==> src/rtl/cv32e40p_trace_buffer.sv <==
// Retirement trace buffer: records {instr, pc} of retiring instructions in a ring,
// stops a programmable number of entries after a trigger, then drains oldest-first.
module cv32e40p_trace_buffer #(
    parameter int unsigned DEPTH        = 16,
    parameter int unsigned POST_TRIG    = 4,
    parameter int unsigned STOP_ON_FULL = 0
) (
    input  logic                     clk_i,
    input  logic                     rst_ni,
    input  logic                     clear_i,
    input  logic                     valid_i,
    input  logic [31:0]              pc_i,
    input  logic [31:0]              instr_i,
    input  logic                     trigger_i,
    output logic                     rd_valid_o,
    input  logic                     rd_ready_i,
    output logic [31:0]              rd_pc_o,
    output logic [31:0]              rd_instr_o,
    output logic [$clog2(DEPTH):0]   count_o,
    output logic                     overflow_o,
    output logic [1:0]               state_o
);

    localparam int unsigned AW = $clog2(DEPTH);
    localparam int unsigned CW = AW + 1;
    localparam logic [CW-1:0] DEPTH_C = CW'(DEPTH);
    localparam logic [CW-1:0] POST_C  = CW'(POST_TRIG);

    typedef enum logic [1:0] {
        ARMED  = 2'd0,
        POST   = 2'd1,
        FROZEN = 2'd2
    } state_e;

    state_e          state_q, state_d;
    logic [AW-1:0]   wr_ptr_q, wr_ptr_d;
    logic [CW-1:0]   count_q, count_d;
    logic [CW-1:0]   post_q, post_d;
    logic            overflow_q, overflow_d;
    logic [63:0]     mem [DEPTH];

    logic            frozen;
    logic            capture;
    logic            pop;
    logic [AW-1:0]   rd_idx;

    // Encoding 3 is unreachable; the MSB alone selects frozen behaviour so it acts as FROZEN.
    assign frozen  = state_q[1];
    assign capture = valid_i && !frozen && !clear_i;
    assign pop     = rd_valid_o && rd_ready_i;
    assign rd_idx  = wr_ptr_q - count_q[AW-1:0];

    // NOTE: every variable gets its default before any branch so no latch is inferred.
    always_comb begin
        state_d    = state_q;
        wr_ptr_d   = wr_ptr_q;
        count_d    = count_q;
        post_d     = post_q;
        overflow_d = overflow_q;

        if (clear_i) begin
            state_d    = ARMED;
            wr_ptr_d   = '0;
            count_d    = '0;
            post_d     = '0;
            overflow_d = 1'b0;
        end else begin
            if (capture) begin
                wr_ptr_d = wr_ptr_q + 1'b1;
                if (count_q != DEPTH_C) begin
                    count_d = count_q + 1'b1;
                end else if (STOP_ON_FULL == 0) begin
                    overflow_d = 1'b1;
                end
            end

            case (state_q)
                ARMED: begin
                    if (trigger_i) begin
                        post_d  = POST_C;
                        state_d = (POST_TRIG == 0) ? FROZEN : POST;
                    end
                end
                POST: begin
                    if (capture) begin
                        post_d = post_q - 1'b1;
                        if (post_q == CW'(1)) begin
                            state_d = FROZEN;
                        end
                    end
                end
                default: begin
                    if (pop) begin
                        count_d = count_q - 1'b1;
                    end
                end
            endcase

            // Freeze-when-full: the capture that fills the last slot stops recording.
            if ((STOP_ON_FULL != 0) && capture && (count_q == DEPTH_C - 1'b1)) begin
                state_d = FROZEN;
            end
        end
    end

    // NOTE: sequential state uses non-blocking assignments so all registers update together.
    always_ff @(posedge clk_i or negedge rst_ni) begin
        if (!rst_ni) begin
            state_q    <= ARMED;
            wr_ptr_q   <= '0;
            count_q    <= '0;
            post_q     <= '0;
            overflow_q <= 1'b0;
        end else begin
            state_q    <= state_d;
            wr_ptr_q   <= wr_ptr_d;
            count_q    <= count_d;
            post_q     <= post_d;
            overflow_q <= overflow_d;
        end
    end

    // NOTE: trace storage is deliberately not reset; count_q alone decides which slots are valid.
    always_ff @(posedge clk_i) begin
        if (capture) begin
            mem[wr_ptr_q] <= {instr_i, pc_i};
        end
    end

    assign rd_valid_o = frozen && (count_q != '0);
    assign rd_pc_o    = mem[rd_idx][31:0];
    assign rd_instr_o = mem[rd_idx][63:32];
    assign count_o    = count_q;
    assign overflow_o = overflow_q;
    assign state_o    = state_q;

endmodule

==> config.mk <==
export PLATFORM = sky130hd
export DESIGN_NAME = cv32e40p_trace_buffer
export DESIGN_NICKNAME = d
export VERILOG_FILES = /design/src/rtl/cv32e40p_trace_buffer.sv
export SDC_FILE = /design/constraint.sdc
export NUM_CORES = 1
export LEC_CHECK = 0
export CAP_MARGIN = 40
export CORE_MARGIN = 3
export CORE_UTILIZATION = 40
export DETAILED_ROUTE_END_ITERATION = 10
export GPL_TIMING_DRIVEN = 0
export MAX_ROUTING_LAYER = met4
export PLACE_DENSITY = 0.58
export REMOVE_ABC_BUFFERS = 1
export SYNTH_ARGS = -nofsm -noshare
export SYNTH_HDL_FRONTEND = slang
export SYNTH_SLANG_ARGS = --single-unit
==> constraint.sdc <==
create_clock -name clk_i -period 2.86 [get_ports clk_i]
set_input_delay 0.429 -clock clk_i [delete_from_list [all_inputs] [get_ports clk_i]]
set_output_delay 0.429 -clock clk_i [all_outputs]
set_load 0.005 [all_outputs]
# Word level (Yosys, flattened, before mapping)

Memory sizes are Yosys's and may differ from the RTL's.
Index checks and enable logic that the tools add are counted.
W data, S select, Z words.

Muxes and demuxes: 21
Reduce and logical (&&, ||, !) cells: 14
Add/sub/neg operators: 5
Equal/unequal tests: 7

Operators with widths:

| kind                  | number |
|---|---|
| $mux W5               | 8 |
| $pmux W5 S2           | 1 |
| $sub A5 B1 Y5 const B | 2 |
| $ne A3 B3 Y1 const B  | 3 |
| $mux W2               | 4 |
| $mux W4               | 2 |
| $add A5 B1 Y5 const B | 1 |
| $eq A5 B1 Y1 const B  | 1 |
| $mux W1               | 5 |
| $ne A5 B5 Y1 const B  | 1 |
| $reduce_bool A5 Y1    | 1 |
| $add A4 B1 Y4 const B | 1 |
| $logic_and A1 B1 Y1   | 4 |
| $pmux W2 S2           | 1 |
| $reduce_and A4 Y1     | 1 |
| $sub A4 B4 Y4         | 1 |
| $reduce_and A3 Y1     | 1 |
| $reduce_bool A3 Y1    | 1 |
| $eq A2 B1 Y1 const B  | 1 |
| $logic_not A1 Y1      | 2 |
| $logic_not A2 Y1      | 1 |
| $ne A2 B2 Y1 const B  | 1 |
| $reduce_and A2 Y1     | 1 |
| $reduce_bool A2 Y1    | 1 |
| $reduce_or A2 Y1      | 1 |

Memories: 1
Register bits after elaboration: 17
Bits in writable memories: 1024
Output and inout bits: 73
Input port bits: 70

Memory list:

| memory | depth | width | rd ports | clocked after Yosys merged registers in | wr ports | line | text |
|---|---|---|---|---|---|---|---|
| mem    | 16    | 64    | 1        | 0                                       | 1        | 40   | `logic [63:0] mem [DEPTH];` |

# Longest topological paths before layout

Word-level depth: 7
Gate-level depth with buffers: 10
Gate-level depth less buffers: 8

# Least setup slack after synthesis

Ideal clock, no wire load.

Kind: input to register
From: input clear_i
To: memory mem[10][0] (enable)
Slack: -0.343 ns
Stages on the path: 5
Arrival time: 2.774 ns
Required time: 2.431 ns
Buffers on the path: 1
Cell sequence: clkbuf_1 nor3b_1 nand2_1 nor2_1 and2_1

Cells in the longest elaborated chain, start to end: 4

RTL lines:

| what                          | line | text |
|---|---|---|
| start, declared               | 10   | `input logic clear_i,` |
| $logic_not A1 Y1              | 49   | `assign capture = valid_i && !frozen && !clear_i;` |
| $logic_and A1 B1 Y1           | 49   |  |
| $mux W1                       | 125  | `if (capture) begin` |
| $mux W1 (implied by the code) | 126  | `mem[wr_ptr_q] <= {instr_i, pc_i};` |
| end, declared                 | 40   |  |

No other way between the ends.

# Worst setup path in the final report

From: register wr_ptr_q[0]
To: output rd_instr_o[10]

Cells in the longest elaborated chain, start to end: 2

RTL lines:

| what                   | line | text |
|---|---|---|
| start, declared        | 36   | `logic [AW-1:0] wr_ptr_q, wr_ptr_d;` |
| start signal, assigned | 116  | `wr_ptr_q <= wr_ptr_d;` |
| $sub A4 B4 Y4          | 51   | `assign rd_idx = wr_ptr_q - count_q[AW-1:0];` |
| $mem_v2 Z16 W64        | n/a  |  |
| end, declared          | 18   | `output logic [31:0] rd_instr_o,` |

No other way between the ends.

==> key figures <==
Run status
  – Status: finished with violations
  – Violated checks: negative setup slack

Pwr
  – Pwr Density: 853.5 mW/mm^2
  – P_leak: between 15 and 20 nW
  – Peak supply drop: 0.0005508 V
  – Total power draw: 0.04295 W

Cells and area
  – Design Area, Final: 0.05033 mm^2
  – Nets: 2254
  – Share of cells above drive strength 1: between 30% and 40%
  – Area grow syn2layout: 25.11%

GRT
  – Number of global-route vias before repair: 20790
  – First-pass GRT wire length: 146800 um
  – Largest net degree at the start of global routing: 45
  – Initial antenna violation count: 11
  – Total Routing Usage GR: 20.37%
  – Grt total ovfl: 0

Worst hold path
  – Worst Hold Class: in -> async

Synth
  – Cell accounting for the most synthesized area: edfxtp_1
  – Most frequent cells after synthesis: edfxtp_1, mux4_2, o21ai_1
  – Syn Std Cell Area: 0.04023 mm^2
  – Simple-gate share of the synthesized area: 1.110%
  – Flops & latches, synth: 1041
  – Post-synthesis mux area share: 16.06%
  – Main combinational cell family by area after synthesis: multiplexers
  – Adder-cell share of the synthesized area: 0.3919%
  – Register area share after synthesis: 77.50%
  – Cell count after synthesis: 1795
  – Most frequent cell after synthesis: edfxtp_1
  – Complex-gate fraction of the synthesized area: under 10%
  – EDFF count, synth: 1024
  – Synth Area in XOR/XNOR: 0.2146%
  – Ys async rst share: 1.633%
  – Yosys top cell area share: 76.44%
  – Post-synth cell types: 53
  – Most used DFF post-synth: edfxtp_1
  – Mean Syn Cell Area: 22.41 um^2
  – Top cells by area, synth: edfxtp_1, mux4_2, mux2i_1
  – Synth warn: 0

Critical path
  – Critical-path cell list: inv_2 > ha_4 > inv_2 > fa_4 > buf_12 > buf_16 > buf_12 > buf_16 > mux4_2 > mux2i_1 > o211ai_1 > buf_2
  – Reg2reg start: state_o[1]
  – Reg2reg path depth: 5
  – Crit Path Max Fanout: 7
  – CP Launch Point: wr_ptr_q[0]
  – Worst setup path end: rd_instr_o[10]
  – Crit path capture type: primary output
  – CP peak stage delay: 0.81 ns
  – Crit start category: register
  – R2R setup slack: ~0.14 ns
  – Worst path required time: ~2.4 ns
  – Crit path max-delay cell type: fa_4
  – Reg-to-reg endpoint: mem[0][25]
  – Critical path arrival: around 3.6 ns
  – CP Class: reg -> out

STA
  – Max Slew Vio Count: 0
  – Fin. Hold Viols: 0
  – Min Tclk post-route: between 3 and 4 ns
  – Least-Margin Pin Slew: just over 0.8 ns
  – Final WS setup: -1.125 ns
  – Post-route clock period utilization: 139.3%
  – Setup Skew: 0.02361 ns
  – TNS Setup: -64.95 ns
  – Final Setup Violations: 64
  – Relative slew slack: 45.99%
  – Max Clk Rate: 251.0 MHz
  – Unrepaired setup endpoints after global routing: yes

Die
  – CORE AREA: 0.09899 mm^2
  – Initial Util: 40.63%
  – Die Span Y: 323.1 um
  – Horiz. Die Dim: 323.1 um
  – Cell Rows: 115
  – Area of the die: 0.1044 mm^2
  – Boundary Pins: 143

Route
  – Violation count after the first detailed-routing iteration: 2420
  – Final wirelength: 104600 um
  – Antenna-violating nets left: 0
  – WL per Instance: approximately 29 um
  – Vias: roughly 20000
  – DRC: 0
  – Via-to-Cell Ratio: 5.687
  – Drt first pass iters: 5

Clock network
  – Max clock buf depth: 3
  – H-Tree Depth: 3
  – Skew-Pair Late Insertion Delay: 0.67 ns
  – CTS root buf: clkbuf_16
  – Sinks on the clock net: 1041
  – Worst-path clk slew: 0.06 ns
  – CTS tree: yes
  – Num CTS Buffers: about 110

Place
  – Post-DP Area: 0.04419 mm^2
  – Gpl congestion: 0.7147
  – PortBufs: 142
  – Post-DP HPWL: 51810 um

Job
  – Max-Cap Viols: 0
==> layer usage <==
layer | wire length, um | vias up | share of wire (%) | global-route usage, %
li1 | - | 8448 | - | -
met1 | 43860 | 10900 | 42 | 27.87
met2 | 50480 | 762 | 48 | 30.99
met3 | 7722 | 147 | 7.4 | 4.486
met4 | 2515 | 0 | 2.4 | 5.885
met5 | 0 | - | 0 | -
==> registers in the layout, summed over array words and instances, names as in the netlist <==
name        cells
mem          1024
overflow_o      1
wr_ptr_q        4
count_o         5
post_q          5
state_o         2
==> where the power goes <==
| group | switching (W) | total [W] | internal (W) |
|---|---|---|---|
| combinational | 0.00548 | 0.0115 | 0.00603 |
| clock | 0.00578 | 0.0145 | 0.00875 |
| sequential | 0.0000469 | 0.0169 | 0.0169 |
| total | 0.0113 | 0.0430 | 0.0316 |
==> cell usage in the layout, fill, tap and decap left out, drive strengths merged, types with 3 or more instances in the layout <==
cell,n
o211ai,64
clkbuf,136
and4,4
nand3,3
nand4,3
a21oi,7
bufinv,18
clkinv,55
o21ai,135
diode,12
nor4,4
inv,14
dfrtp,17
nor3b,3
bufbuf,3
nand2b,4
xor2,4
clkdlybuf4s50,77
edfxtp,1024
buf,269
ha,11
and2,19
mux4,256
nand2,16
mux2i,67
nor2b,3
clkinvlp,4
nor2,9
==> critical path, delay by kind of cell, from the launching register on <==
family,cells,cell delay [ns]
flip-flops,1,0.41
multiplexers,2,0.45
AO/OA/AOI/OAI,1,0.26
adder cells (fa/ha/maj),2,0.94
buffers and inverters,7,0.84
==> area by class of cell <==
type	count	area, um^2
multi-input cells	645	8832
diodes	12	30.03
repair buffers	364	4916
well taps	1287	1610
clock inverters	80	875.8
clock buffers	122	2840
inverters	11	41.29
fillers	7649	48670
flip-flops and latches	1041	31180
==> what timing repair did <==
item                       in CTS  in global routing
pin swaps                      57                 45
setup buffers                  67                 66
cloned                         36                 11
setup endpoints to repair     394                419
resized for setup             336                 81
hold endpoints to repair        0                  0
hold buffers                    0                  0
==> cells by family after synthesis <==
| group | Yosys count |
|---|---|
| and+or+nand+nor | 76 |
| adders and majority gates | 12 |
| AOI/OAI and AO/OA | 221 |
| muxes | 325 |
| DFF | 1041 |
| buffers and inverters | 114 |
| xor gates and xnor gates | 6 |
==> worst min path at each step <==
| stage | cells after the start | slack [ns] | to | startpoint |
|---|---|---|---|---|
| after floorplan | 0 | 0.13 | count_o[0] | rst_ni |
| after global placement | 2 | 0.49 | post_q[1] | post_q[1] |
| after detailed placement | 2 | 0.50 | overflow_o | overflow_o |
| after CTS | 1 | 0.23 | post_q[2] | rst_ni |
| after global routing | 1 | 0.28 | post_q[2] | rst_ni |
| final | 1 | 0.22 | post_q[2] | rst_ni |
==> through the flow <==
| stage | worst slack, ns | utilization, % | hold slack (ns) | cells |
|---|---|---|---|---|
| after global routing | -1.252 | 50.83 | 0.2793 | 3561 |
| final | -1.125 | 50.84 | 0.2222 | 3562 |
| after global placement | -14.58 | 43.17 | 0.4929 | 3121 |
| after CTS | -1.195 | 49.98 | 0.2339 | 3485 |
| after floorplan | -8.759 | - | 0.1334 | 1692 |
| after detailed placement | -1.642 | 44.64 | 0.5038 | 3181 |
Note: power is estimated with default switching activity, not from simulation.
